## src/rtl/ripple_count_capture_if.sv

```systemverilog
// Bus between the ripple-counter capture block and its synchronous consumer.
// The master side drives the raw counter and compare value; the slave side returns the captured view.
interface ripple_count_capture_if #(
  parameter int WIDTH     = 4,
  parameter int EXT_WIDTH = 4
);
  logic [WIDTH-1:0]           count_in;
  logic [WIDTH+EXT_WIDTH-1:0] match_val_in;
  logic                       count_valid_out;
  logic [WIDTH-1:0]           count_out;
  logic [WIDTH+EXT_WIDTH-1:0] ext_count_out;
  logic                       change_pulse_out;
  logic                       wrap_pulse_out;
  logic                       match_pulse_out;
  logic                       overflow_out;

  modport master (
    output count_in,
    output match_val_in,
    input  count_valid_out,
    input  count_out,
    input  ext_count_out,
    input  change_pulse_out,
    input  wrap_pulse_out,
    input  match_pulse_out,
    input  overflow_out
  );

  modport slave (
    input  count_in,
    input  match_val_in,
    output count_valid_out,
    output count_out,
    output ext_count_out,
    output change_pulse_out,
    output wrap_pulse_out,
    output match_pulse_out,
    output overflow_out
  );
endinterface

```

## src/rtl/ripple_count_capture.sv

```systemverilog
// Captures an asynchronous ripple-counter bus into the clk domain, filters ripple transients,
// extends the value with a wrap counter and produces single-cycle change/wrap/match events.
module ripple_count_capture #(
  parameter int WIDTH       = 4,
  parameter int EXT_WIDTH   = 4,
  parameter int SYNC_STAGES = 2
) (
  input  logic                  clk,
  input  logic                  reset_in,
  ripple_count_capture_if.slave bus
);

  typedef enum logic {
    ST_INIT = 1'b0,
    ST_RUN  = 1'b1
  } state_t;

  logic [WIDTH-1:0]     sync_r [SYNC_STAGES];
  logic [SYNC_STAGES:0] fill_r;
  logic [WIDTH-1:0]     cand_r;
  logic [WIDTH-1:0]     sync_q_s;
  logic                 stable_s;

  state_t               state_r;
  state_t               state_nx_s;
  logic [WIDTH-1:0]     count_r;
  logic [WIDTH-1:0]     count_nx_s;
  logic [EXT_WIDTH-1:0] wrap_cnt_r;
  logic [EXT_WIDTH-1:0] wrap_cnt_nx_s;
  logic                 valid_r;
  logic                 valid_nx_s;
  logic                 overflow_r;
  logic                 overflow_nx_s;
  logic                 change_r;
  logic                 change_nx_s;
  logic                 wrap_pulse_r;
  logic                 wrap_pulse_nx_s;
  logic                 match_r;
  logic                 match_nx_s;

  assign sync_q_s = sync_r[SYNC_STAGES-1];
  // fill_r marks which stages hold real samples, so reset-cleared zeros are never taken as stable.
  assign stable_s = fill_r[SYNC_STAGES] && (sync_q_s == cand_r);

  // Synchronizer chain, candidate register and fill tracker.
  always_ff @(posedge clk) begin
    if (reset_in) begin
      for (int i = 0; i < SYNC_STAGES; i++) begin
        sync_r[i] <= {WIDTH{1'b0}};
      end
      fill_r <= {(SYNC_STAGES+1){1'b0}};
      cand_r <= {WIDTH{1'b0}};
    end else begin
      sync_r[0] <= bus.count_in;
      for (int i = 1; i < SYNC_STAGES; i++) begin
        sync_r[i] <= sync_r[i-1];
      end
      fill_r <= {fill_r[SYNC_STAGES-1:0], 1'b1};
      cand_r <= sync_q_s;
    end
  end

  // Next-state and next-output decode for the capture FSM.
  always_comb begin
    state_nx_s      = state_r;
    count_nx_s      = count_r;
    wrap_cnt_nx_s   = wrap_cnt_r;
    valid_nx_s      = valid_r;
    overflow_nx_s   = overflow_r;
    change_nx_s     = 1'b0;
    wrap_pulse_nx_s = 1'b0;
    match_nx_s      = 1'b0;
    case (state_r)
      ST_INIT: begin
        if (stable_s) begin
          count_nx_s = sync_q_s;
          valid_nx_s = 1'b1;
          state_nx_s = ST_RUN;
        end else begin
          valid_nx_s = 1'b0;
        end
      end
      ST_RUN: begin
        if (stable_s && (sync_q_s != count_r)) begin
          count_nx_s  = sync_q_s;
          change_nx_s = 1'b1;
          // Any decrease counts as a wrap, modulo or not.
          if (sync_q_s < count_r) begin
            wrap_pulse_nx_s = 1'b1;
            if (wrap_cnt_r == {EXT_WIDTH{1'b1}}) begin
              wrap_cnt_nx_s = {EXT_WIDTH{1'b0}};
              overflow_nx_s = 1'b1;
            end else begin
              wrap_cnt_nx_s = wrap_cnt_r + {{(EXT_WIDTH-1){1'b0}}, 1'b1};
            end
          end else begin
            wrap_cnt_nx_s = wrap_cnt_r;
          end
          match_nx_s = ({wrap_cnt_nx_s, sync_q_s} == bus.match_val_in);
        end else begin
          change_nx_s = 1'b0;
        end
      end
      default: begin
        state_nx_s = ST_INIT;
        valid_nx_s = 1'b0;
      end
    endcase
  end

  // State and registered outputs.
  always_ff @(posedge clk) begin
    if (reset_in) begin
      state_r      <= ST_INIT;
      count_r      <= {WIDTH{1'b0}};
      wrap_cnt_r   <= {EXT_WIDTH{1'b0}};
      valid_r      <= 1'b0;
      overflow_r   <= 1'b0;
      change_r     <= 1'b0;
      wrap_pulse_r <= 1'b0;
      match_r      <= 1'b0;
    end else begin
      state_r      <= state_nx_s;
      count_r      <= count_nx_s;
      wrap_cnt_r   <= wrap_cnt_nx_s;
      valid_r      <= valid_nx_s;
      overflow_r   <= overflow_nx_s;
      change_r     <= change_nx_s;
      wrap_pulse_r <= wrap_pulse_nx_s;
      match_r      <= match_nx_s;
    end
  end

  assign bus.count_valid_out  = valid_r;
  assign bus.count_out        = count_r;
  assign bus.ext_count_out    = {wrap_cnt_r, count_r};
  assign bus.change_pulse_out = change_r;
  assign bus.wrap_pulse_out   = wrap_pulse_r;
  assign bus.match_pulse_out  = match_r;
  assign bus.overflow_out     = overflow_r;

endmodule

```

## src/flat_wrapper.sv

```systemverilog
// flat-port wrapper written by rule: the top's interface ports become plain ports
module ripple_count_capture_flat 
#(
  parameter int WIDTH       = 4,
  parameter int EXT_WIDTH   = 4,
  parameter int SYNC_STAGES = 2
)
  (clk, reset_in, bus_count_in, bus_match_val_in, bus_count_valid_out, bus_count_out, bus_ext_count_out, bus_change_pulse_out, bus_wrap_pulse_out, bus_match_pulse_out, bus_overflow_out);
  ripple_count_capture_if #(.WIDTH(WIDTH), .EXT_WIDTH(EXT_WIDTH)) bus_i ();
  input  logic clk;
  input  logic reset_in;
  input wire logic [$bits(bus_i.count_in)-1:0] bus_count_in;
  input wire logic [$bits(bus_i.match_val_in)-1:0] bus_match_val_in;
  output wire logic [$bits(bus_i.count_valid_out)-1:0] bus_count_valid_out;
  output wire logic [$bits(bus_i.count_out)-1:0] bus_count_out;
  output wire logic [$bits(bus_i.ext_count_out)-1:0] bus_ext_count_out;
  output wire logic [$bits(bus_i.change_pulse_out)-1:0] bus_change_pulse_out;
  output wire logic [$bits(bus_i.wrap_pulse_out)-1:0] bus_wrap_pulse_out;
  output wire logic [$bits(bus_i.match_pulse_out)-1:0] bus_match_pulse_out;
  output wire logic [$bits(bus_i.overflow_out)-1:0] bus_overflow_out;
  assign bus_i.count_in = bus_count_in;
  assign bus_i.match_val_in = bus_match_val_in;
  assign bus_count_valid_out = bus_i.count_valid_out;
  assign bus_count_out = bus_i.count_out;
  assign bus_ext_count_out = bus_i.ext_count_out;
  assign bus_change_pulse_out = bus_i.change_pulse_out;
  assign bus_wrap_pulse_out = bus_i.wrap_pulse_out;
  assign bus_match_pulse_out = bus_i.match_pulse_out;
  assign bus_overflow_out = bus_i.overflow_out;
  ripple_count_capture #(.WIDTH(WIDTH), .EXT_WIDTH(EXT_WIDTH), .SYNC_STAGES(SYNC_STAGES)) u_core (.clk(clk), .reset_in(reset_in), .bus(bus_i));
endmodule
```

## config.mk

```make
export PLATFORM = sky130hd
export DESIGN_NAME = ripple_count_capture_flat
export DESIGN_NICKNAME = d
export VERILOG_FILES = /design/src/rtl/ripple_count_capture_if.sv /design/src/rtl/ripple_count_capture.sv /design/src/flat_wrapper.sv
export SDC_FILE = /design/constraint.sdc
export NUM_CORES = 1
export LEC_CHECK = 0
export ABC_CLOCK_PERIOD_IN_PS = 2300
export CAP_MARGIN = 10
export CORE_MARGIN = 2
export CORE_UTILIZATION = 48
export DETAILED_ROUTE_END_ITERATION = 7
export PLACE_DENSITY_LB_ADDON = 0.05
export SLEW_MARGIN = 10
export SYNTH_ARGS = -nofsm -noshare
export SYNTH_HDL_FRONTEND = slang
export SYNTH_SLANG_ARGS = --single-unit
```

## constraint.sdc

```tcl
create_clock -name clk -period 2.3 [get_ports clk]
set_input_delay 0.69 -clock clk [delete_from_list [all_inputs] [get_ports clk]]
set_output_delay 0.69 -clock clk [all_outputs]
set_load 0.02 [all_outputs]
```

* Word level (Yosys, flattened, before mapping)
Memories as Yosys holds them, arrays and structs flattened.
Cells that the tools add are included.
W data, S select, Z words.
** Storage, ports and cells
- Bits in writable memories :: 8
- Output and inout bits :: 17
- Memories kept :: 1
- Register bits :: 21
** Operators by class
- Magnitude comparators :: 1
- Add/subtract/negate cells :: 1
- Eq/ne operators :: 6
- Reductions and logical operators :: 7
- Mux-type cells :: 17
- Bitwise operators :: 4
** Memories
- u_core.sync_r :: words 2, bits a word 4, read ports 2, clocked after memory_dff 0, write ports 2, line ripple_count_capture.sv:18 : logic [WIDTH-1:0] sync_r [SYNC_STAGES];
** Operator list (number)
- $mux W4 :: 8
- $eq A8 B8 Y1 :: 1
- $mux W1 :: 8
- $pmux W4 S2 :: 1
- $add A4 B1 Y4 const B :: 1
- $eq A4 B4 Y1 :: 1
- $eq A4 B4 Y1 const B :: 1
- $lt A4 B4 Y1 :: 1
- $ne A4 B4 Y1 :: 1
- $reduce_and A2 Y1 :: 2
- $reduce_and A4 Y1 :: 1
- $reduce_or A3 Y1 :: 1
- $logic_and A1 B1 Y1 :: 2
- $ne A2 B1 Y1 const B :: 1
- $ne A2 B2 Y1 const B :: 1
- $not A1 Y1 :: 2
- $or A1 B1 Y1 :: 2
- $reduce_or A2 Y1 :: 1

* Longest topological paths before layout
Gate-level depths: netlist (run 1).
An unclocked memory read counts as a cell.
- Word-level depth :: 7
- Gate-level depth with buffers :: 9
- Mapped depth without buffers :: 8

* Worst setup path after synthesis (run 1)
Ideal clock, no wire load.
- Path type :: flip-flop to flip-flop
- Start point :: reg u_core.count_r[1] (netlist: u_core.bus.count_out[1])
- End point :: reg u_core.match_r (netlist: u_core.bus.match_pulse_out)
- Setup time :: 60 ps
- Data required time :: 2240 ps
- Arrival time :: 1976 ps
- Period minus slack after synthesis :: 2036 ps
- Stages on the path, launching flop included :: 10
- Slack :: 264 ps
- Cells stage by stage :: dfxtp_1 -> inv_1 -> ha_1 -> nor2b_1 -> o211ai_1 -> and2_1 -> buf_2 -> mux2i_1 -> xor2_1 -> o2111a_1
** On the way
- Cells in the longest elaborated chain, start to end :: 5
** Ends and longest elaborated chain
- from (decl) :: line ripple_count_capture.sv:26 : logic [WIDTH-1:0] count_r;
- from (signal assigned) :: line ripple_count_capture.sv:115 : count_r <= {WIDTH{1'b0}};
- from (signal assigned) :: line ripple_count_capture.sv:124 : count_r <= count_nx_s;
- $lt A4 B4 Y1 :: line ripple_count_capture.sv:88 : if (sync_q_s < count_r) begin
- $mux W4 :: line ripple_count_capture.sv:88
- $mux W4 :: line ripple_count_capture.sv:84 : if (stable_s && (sync_q_s != count_r)) begin
- $mux W4 :: line ripple_count_capture.sv:73 : case (state_r)
- $eq A8 B8 Y1 :: line ripple_count_capture.sv:99 : match_nx_s = ({wrap_cnt_nx_s, sync_q_s} == bus.match_val_in);
- to (signal assigned) :: line ripple_count_capture.sv:130 : match_r <= match_nx_s;
- to (decl) :: line ripple_count_capture.sv:38 : logic match_r;
Parallel ways exist; a longest one is shown, timed or not. The select of a mux whose other input is x is not followed.
A chain may end at the register's enable or synchronous reset.

* Worst setup path in the final report (run 1)
- Start point :: reg u_core.wrap_cnt_r[1]
- End point :: out bus_ext_count_out[5]
** RTL lines
- from (decl) :: line ripple_count_capture.sv:28 : logic [EXT_WIDTH-1:0] wrap_cnt_r;
- from (signal assigned) :: line ripple_count_capture.sv:116 : wrap_cnt_r <= {EXT_WIDTH{1'b0}};
- from (signal assigned) :: line ripple_count_capture.sv:125 : wrap_cnt_r <= wrap_cnt_nx_s;
- to (decl) :: line flat_wrapper.sv:16 : output wire logic [$bits(bus_i.ext_count_out)-1:0] bus_ext_count_out;
No word-level cell between the ends.

==> run summary, run 1 <==
The run finished with clean final reports. The total instance count after detailed placement came out at 194. The final non-filler cell area is 0.00167 mm^2.

The global placer's final weighted congestion came out at 0.814. Static timing analysis puts the maximum clock frequency at 473 MHz. The path class of the tightest hold or removal check is reg -> reg. In this run the critical register-to-register path is captured at u_core.bus.match_pulse_out$_SDFF_PP0_. The area fraction in compound gates after synthesis is 0.0846. The count of yosys warnings during synthesis came out at 0.

The sequential element share of the synthesized area came out at 0.451. Max-cap violations in this run came to 0. For this design, the CTS-stage hold fixing added 0 buffers. The via count of the routed design came out at 1,019.

In this design, the largest share of critical-path delay is due to buffers and inverters. The portion of netlist area occupied by mux cells is 0.0467. Each instance of the synthesized netlist takes up on average 9.25 um^2.

The cell count after synthesis came out at 139. The number of non-filler instances in the completed layout is 202. The number of enable flip-flop cells after synthesis is 0. TritonCTS built the clock tree. The combined area of all synthesized cells came out at 0.00129 mm^2. The first detailed-routing pass ran for 4 iterations. The highest cell delay on the worst timing path is 0.65 ns. Setup slack on the worst reg-to-reg path comes out at 0.24 ns. The static leakage came out at 0.000636 uW. The worst hold slack came out at 0.443 ns. After detailed placement, the total cell area comes to 0.00160 mm^2. The synthesized-area fraction occupied by and/or/nand/nor cells is 0.232. The number of buffers added for setup after CTS came out at 0. The arithmetic-cell share of the synthesized area counting full adders, half adders and majority gates came out at 0.0486. The placeable core region is 0.00250 mm^2. The final worst-path setup slack came out at 0.186 ns. The routed wire length is 2510 um.

Counting I/O delays and the setup requirement, the final critical path takes 2.11 ns. Together, buffers and inverters on the worst path number 1. The final number of max-transition violations is 0.

The number of hold-slack violations in the final timing report is 0. For this configuration, the core starts out at a cell density of 0.515. The layout-stage area growth over the synthesis result is 30.2%. Setup violations remaining at the end of the flow were counted as 0. Of all cell types, the one taking the most synthesized area is sky130_fd_sc_hd__dfxtp_1.

The site row count is 18. The floorplan step defined a die boundary enclosing 0.00311 mm^2. The total of buffers placed on input and output ports came out at 30. The number of routed nets with antenna violations came out at 0. VDD sags by at most 0.000531 V.

Of all flip-flops after synthesis, the portion carrying an async set or reset was 0. The mean routed wirelength per cell came out at 12.4 um. The final period utilization came out at 0.919.

The number of DRC violations after detailed routing is 0. The net count after synthesis is 158. For the worst-skew pair, the clock arrives at the later sink with an insertion delay of 0.33 ns. The placed wire-length estimate after detailed placement came out at 1850 um.

The boundary pin count came out at 31. The worst register-to-register path begins at u_core.bus.count_out[1]$_SDFFE_PP0P_. The ratio of routed vias to standard cells came out at 5.04. The overall overflow remaining after global route is 0. The via count of the first global-routing pass is 902.

The ratio of cells with drive above 1 in the final layout is 0.0988. Synthesis inferred 29 register bits. The count of routing violations after the opening detailed-route iteration is 28. In this run the deepest clock path goes through 2 buffers. After synthesis, the largest family of logic cells by area is simple AND/OR/NAND/NOR gates. The clock root buffer is sky130_fd_sc_hd__clkbuf_4. Headroom to the max-slew limit came out at 0.722. The initial antenna violation count came out at 0. The worst setup path is launched from a flip-flop. Data on the critical path arrives at its endpoint at 1.42 ns. The final layout contains 190 nets.

The die boundary width came out at 55.8 um. Among all stages on the critical path, the largest delay is contributed by sky130_fd_sc_hd__clkdlybuf4s50_1. In this run the number of cells on the critical path is 1.

The clock slew seen by the registers of the worst setup and hold paths came out at 0.09 ns. The required time reported for the critical path endpoint came out at 1.61 ns. At the pin with the least slew margin, the transition time is 0.417 ns. The area used by sequential logic in the layout came out at 581 um^2.

For this run, the total global-route usage over all layers was measured as 0.171. Leaving out fill and tap cells, the most frequent cell in the layout is sky130_fd_sc_hd__clkdlybuf4s50_1. From bottom edge to top edge, the die measures 55.8 um. The count of cells along the worst register-to-register path came out at 8. The worst-path maximum fanout came out at 7. The H-tree was split into 2 levels. The signal on the critical path passes through clkdlybuf4s50_1. Fill cells in the final layout number 215.

The commonest register cell after synthesis is sky130_fd_sc_hd__dfxtp_1. Entering global routing, the biggest net connects 27 pins. STA classifies the critical path endpoint as an output port. The worst slack at placement is -0.0505 ns. Setup repair after global routing left no endpoint under its margin. The critical path ends at bus_ext_count_out[5]. The number of antenna diodes came out at 0. The number of cells upsized or downsized after cts came out at 0. The most critical setup path has its startpoint at u_core.wrap_cnt_r[1]$_SDFFE_PP0P_. The total area of multi-input combinational cells came out at 618 um^2. The number of buffers created by CTS is 5. The setup path with the least slack is of type reg -> out. Ranked by total cell area, the synthesized netlist is headed by sky130_fd_sc_hd__dfxtp_1 (45%), sky130_fd_sc_hd__nor2b_1 (6.3%), sky130_fd_sc_hd__ha_1 (4.9%).

The tree built by TritonCTS fans out to 29 sinks. Of the total synthesized cell area, the portion taken by XOR and XNOR cells is 0.0681. The netlist uses 35 different library cells. The global-route wire length before repair came out at 4010 um. The final setup skew is 0.00402 ns. The total power per unit cell area came out at 581 mW/mm^2. Of the post-synthesis cell area, the dominant cell type holds 0.451.

In the layout the commonest cells are sky130_fd_sc_hd__clkdlybuf4s50_1 (30), sky130_fd_sc_hd__dfxtp_1 (29), sky130_fd_sc_hd__nor2_1 (15), sky130_fd_sc_hd__nor2b_1 (13), sky130_fd_sc_hd__inv_1 (9).
## stage by stage
step,util,TNS [ns],total power (uW)
after floorplan,-,0,593
after global placement,0.642,0,635
after detailed placement,0.642,-0.0505,637
after CTS,0.670,0,983
after global routing,0.670,0,1020
final,0.670,0,973
## cells by family after synthesis
| group | Yosys count |
|---|---|
| flops | 29 |
| simple gates | 54 |
| fa+ha+maj | 5 |
| mux | 6 |
| xor+xnor | 10 |
| buf+inv | 19 |
| compound gates | 16 |
## worst register-to-register path, cell delays in order, from the launching register on
cell,delay (ns)
sky130_fd_sc_hd__dfxtp_1,0.38
sky130_fd_sc_hd__inv_1,0.06
sky130_fd_sc_hd__ha_1,0.30
sky130_fd_sc_hd__nor2b_1,0.14
sky130_fd_sc_hd__o211ai_1,0.23
sky130_fd_sc_hd__and2_1,0.29
sky130_fd_sc_hd__nor3b_1,0.09
sky130_fd_sc_hd__nor4b_2,0.30
sky130_fd_sc_hd__o2111a_1,0.22
## power breakdown
group,internal [uW],switching (uW)
Combinational,55.7,47.9
Clock,177,171
Sequential,514,7.62
## cell type report
| cell class | count | area share |
|---|---|---|
| Multi-Input combinational cell | 91 | 0.369 |
| Sequential cell | 29 | 0.347 |
| Timing Repair Buffer | 34 | 0.197 |
| Clock buffer | 7 | 0.0389 |
| Inverter | 10 | 0.0224 |
| Tap cell | 30 | 0.0224 |
| Clock inverter | 1 | 0.00299 |
## metal layers
layer | wire length, um | track usage | vias up
met1 | 1100 | 0.196 | 450
met5 | 0 | 0 | -
met2 | 1170 | 0.264 | 33
met3 | 189 | 0.0767 | 7
met4 | 50 | 0.0941 | 0
li1 | - | - | 529
## cells in the mapped netlist (all sizes together), types with 2 or more instances
| cell | number |
|---|---|
| ha | 5 |
| xor2 | 6 |
| xnor2 | 4 |
| clkbuf | 3 |
| and2 | 2 |
| inv | 10 |
| dfxtp | 29 |
| a21oi | 8 |
| mux2i | 6 |
| nand3 | 4 |
| nor2b | 13 |
| nand4 | 3 |
| buf | 6 |
| and3 | 3 |
| nor2 | 16 |
| nand2 | 6 |
## how the worst min path moves through the flow
stage / start / endpoint / slack, ns / depth (start not counted)
floorplan: u_core.fill_r[0]$_DFF_P_ / u_core.fill_r[1]$_SDFF_PP0_ / 0.41 / 1
global placement: u_core.sync_r[0][0]$_SDFF_PP0_ / u_core.sync_r[0][4]$_SDFF_PP0_ / 0.42 / 1
detailed placement: u_core.sync_r[0][3]$_SDFF_PP0_ / u_core.sync_r[0][7]$_SDFF_PP0_ / 0.43 / 1
CTS: u_core.sync_r[0][1]$_SDFF_PP0_ / u_core.sync_r[0][5]$_SDFF_PP0_ / 0.45 / 1
global route: u_core.sync_r[0][3]$_SDFF_PP0_ / u_core.sync_r[0][7]$_SDFF_PP0_ / 0.46 / 1
finish: u_core.sync_r[0][0]$_SDFF_PP0_ / u_core.sync_r[0][4]$_SDFF_PP0_ / 0.44 / 1
## registers in the layout, indices dropped and copies added, names as in the netlist
signal                       cells
u_core.bus.change_pulse_out      1
u_core.bus.count_out             4
u_core.bus.count_valid_out       1
u_core.bus.match_pulse_out       1
u_core.bus.overflow_out          1
u_core.bus.wrap_pulse_out        1
u_core.cand_r                    4
u_core.fill_r                    3
u_core.state_r                   1
u_core.sync_r                    8
u_core.wrap_cnt_r                4
Note: power is estimated with default switching activity, not from simulation.
==> run 2: changes to the inputs <==
--- a/config.mk
+++ b/config.mk
@@ -8,7 +8,8 @@
 export ABC_CLOCK_PERIOD_IN_PS = 2300
 export CAP_MARGIN = 10
 export CORE_MARGIN = 2
-export CORE_UTILIZATION = 48
+export CORE_UTILIZATION = 50
+export CTS_BUF_LIST = sky130_fd_sc_hd__clkbuf_8
 export DETAILED_ROUTE_END_ITERATION = 7
 export PLACE_DENSITY_LB_ADDON = 0.05
 export SLEW_MARGIN = 10
==> run 2 against run 1 <==
Non-clock buffer count shrank 1. Maximum frequency rose by 1.4%. Final area up 2.3%. Worst setup slack gained 0.030 ns. Sequential share of layout area is 0.79 points lower. Routed wire length grew 4.2%. Flip-flop and latch count is the same. Critical endpoint is now u_core.bus.match_pulse_out$_SDFF_PP0_.
==> run summary, run 2 (synthesis gave the netlist of run 1 again) <==
The number of antenna diodes came out at 0. In this run the critical register-to-register path is captured at u_core.bus.match_pulse_out$_SDFF_PP0_. The routed length on met1 is 1230 um. The count of routing violations after the opening detailed-route iteration came out at 18. The number of routed nets with antenna violations came out at 0. The global placer's final weighted congestion came out at 0.852. The mean routed wirelength per cell is 13.0 um. The net count of the finished layout came out at 189.

The maximum vdd ir drop came out at 0.000698 V. Setup repair after global routing left no endpoint under its margin. Entering global routing, the biggest net connects 27 pins. The detailed-routing iteration count for the pre-antenna-repair pass is 6. During placement, the flow inserted port buffers numbering 30. The final setup skew is 0.00469 ns. The initial antenna violation count is 0.

After filler insertion, the fill cell instance count of the layout stands at 207. The worst setup path is of the in -> reg kind. The switching part of the total is 0.212. The register-to-register setup slack came out at 0.22 ns. CTS placed an instance of sky130_fd_sc_hd__clkbuf_8 at the clock tree root. Pin placement for this block handled 31 I/O pins. The maximum achievable frequency is 480 MHz.

The via count of the first global-routing pass is 876. The path class of the tightest hold or removal check is reg -> reg. Of all nets on the critical path, the largest fanout is 1. In this run the number of H-tree levels came out at 2. The number of buffers created by CTS came out at 5.

STA classifies the critical path startpoint as a primary input. The library cells used most frequently in the layout, excluding fill and tap cells, are sky130_fd_sc_hd__clkdlybuf4s50_1 (30), sky130_fd_sc_hd__dfxtp_1 (29), sky130_fd_sc_hd__nor2_1 (15), sky130_fd_sc_hd__nor2b_1 (13), sky130_fd_sc_hd__inv_1 (10). The count of cells along the worst hold path came out at 1. The standard cell with the maximum stage delay on the critical path is sky130_fd_sc_hd__clkdlybuf4s50_1. From left edge to right edge, the die measures 54.7 um. The slew of the pin with the lowest slew margin is 0.357 ns.

The critical path endpoint category is a flip-flop. The floorplan die height came out at 54.7 um. Summed over all nets, wire length on met2 after detailed routing comes to 1210 um.

The layout-stage area growth over the synthesis result is 33.2%. The detailed router used layers up to and including met4. The worst-case headroom to the max-slew limit came out at 0.762. The final period utilization came out at 0.906. The data arrival time of the critical path is 2.30 ns. Including well taps, the total number of placed cells is 193.

The ratio of routed vias to standard cells came out at 5.14. The count of cells along the worst register-to-register path is 8. The register with the most flip-flops in the layout has 8 of them. The routed wire length came out at 2620 um. Dividing total power by cell area gives a power density of 680 mW/mm^2. The signal on the critical path passes through clkdlybuf4s50_1 -> xor2_1 -> nor4_1 -> o21ai_0 -> nor4b_2 -> o2111a_1. The static leakage came out at 0.000652 uW. The total routing usage reported by global routing came out at 0.195. The number of clock sinks is 29. In this run, post-CTS repair resized a total of 0 instances. The final number of max-transition violations came out at 0.

The core occupancy in the finished layout came out at 0.698. The first global-routing pass estimated 3890 um of wire. The via count of the routed design is 1,034.

The highest cell delay on the worst timing path is 0.42 ns. The number of violations of the max-capacitance limit is 0. The internal power component came out at 918 uW. The routed design could run at a clock period as short as 2.08 ns.

The register with the highest flop count is u_core.sync_r. The worst reg2reg path startpoint is u_core.bus.count_out[1]$_SDFFE_PP0P_. The floorplan step defined a die boundary enclosing 0.00299 mm^2. The site row count came out at 18. The clock latency on the worst-skew pair is 0.28 ns.

After clock tree synthesis, the flow added hold-fix buffers numbering 0. The register share of total power came out at 0.449. The startpoint identified for the worst hold timing path is u_core.fill_r[1]$_SDFF_PP0_. Hold timing on the final database bottoms out at a slack of 0.435 ns. The run finished with clean final reports. The clock tree from TritonCTS is yes.

In this run the worst setup path begins at bus_match_val_in[0]. The number of hold-slack violations in the final timing report came out at 0. The worst slack at placement came out at -0.0937 ns. The number of non-filler instances in the completed layout came out at 201. The overall overflow remaining after global route is 0.

The logic gate share of total power is 0.088. The detailed route wirelength on metal3 came out at 150 um. The net switching power figure came out at 247 uW. Of the cells placed in the final design, the portion with a size suffix greater than 1 is 0.0877.

Setup violations remaining at the end of the flow were counted as 0. The number of DRC violations after detailed routing came out at 0. The library cell used most frequently in the layout, excluding fill and tap cells, is sky130_fd_sc_hd__clkdlybuf4s50_1. STA puts the critical path data required time at 2.52 ns. After clock tree synthesis, the clock-pin slew on the worst setup and hold paths is 0.06 ns. The starting density of the core came out at 0.524.

The final non-filler cell area came out at 0.00171 mm^2. The capture point of the worst path is u_core.bus.match_pulse_out$_SDFF_PP0_. The final worst-path setup slack came out at 0.216 ns. Post-CTS timing repair inserted 0 buffers for setup.

The placed instances occupy a cell area of 0.00160 mm^2. The floorplan step defined a core boundary enclosing 0.00245 mm^2. Of the total power, the clock network draws 0.463. The placed wire-length estimate after detailed placement is 1830 um. The clock passes through at most 2 buffers.
[run 2: worst max-delay path: cells and delay by family]
kind / cells / cell delay (ns)
AOI/OAI and AO/OA: 2 / 0.40
xor gates and xnor gates: 1 / 0.15
buffers and inverters: 1 / 0.42
and+or+nand+nor: 2 / 0.64
[run 2: power by group through the flow]
| stage | Combinational, uW | Clock [uW] | Sequential [uW] |
|---|---|---|---|
| after floorplan | 59.4 | 0 | 534 |
| after global placement | 99.0 | 0 | 534 |
| after detailed placement | 101 | 0 | 535 |
| after CTS | 103 | 549 | 524 |
| after global routing | 111 | 572 | 525 |
| final | 102 | 540 | 524 |
[run 2: stage by stage]
step                      power [uW]  TNS, ns
after CTS                       1180        0
after global placement           633        0
after detailed placement         636  -0.0937
after floorplan                  593        0
after global routing            1210        0
final                           1170        0
[run 2: how the worst min path moves through the flow]
stage	to
floorplan	u_core.fill_r[1]$_SDFF_PP0_
global placement	u_core.sync_r[0][5]$_SDFF_PP0_
detailed placement	u_core.fill_r[2]$_SDFF_PP0_
CTS	u_core.fill_r[2]$_SDFF_PP0_
global route	u_core.fill_r[2]$_SDFF_PP0_
finish	u_core.fill_r[2]$_SDFF_PP0_
[run 2: layer usage]
layer / vias to the layer above / GRT usage
met1: 476 / 0.229
li1: 526 / -
met5: - / 0
met4: 0 / 0.0875
met3: 4 / 0.0820
met2: 28 / 0.308
[run 2: area by class of cell]
type,count,area [um^2],area share
multi-input cells,91,618,0.361
flip-flops and latches,29,581,0.339
repair buffers,33,323,0.188
clock buffers,6,82.6,0.0482
inverters,10,37.5,0.0219
well taps,30,37.5,0.0219
clock inverters,2,33.8,0.0197
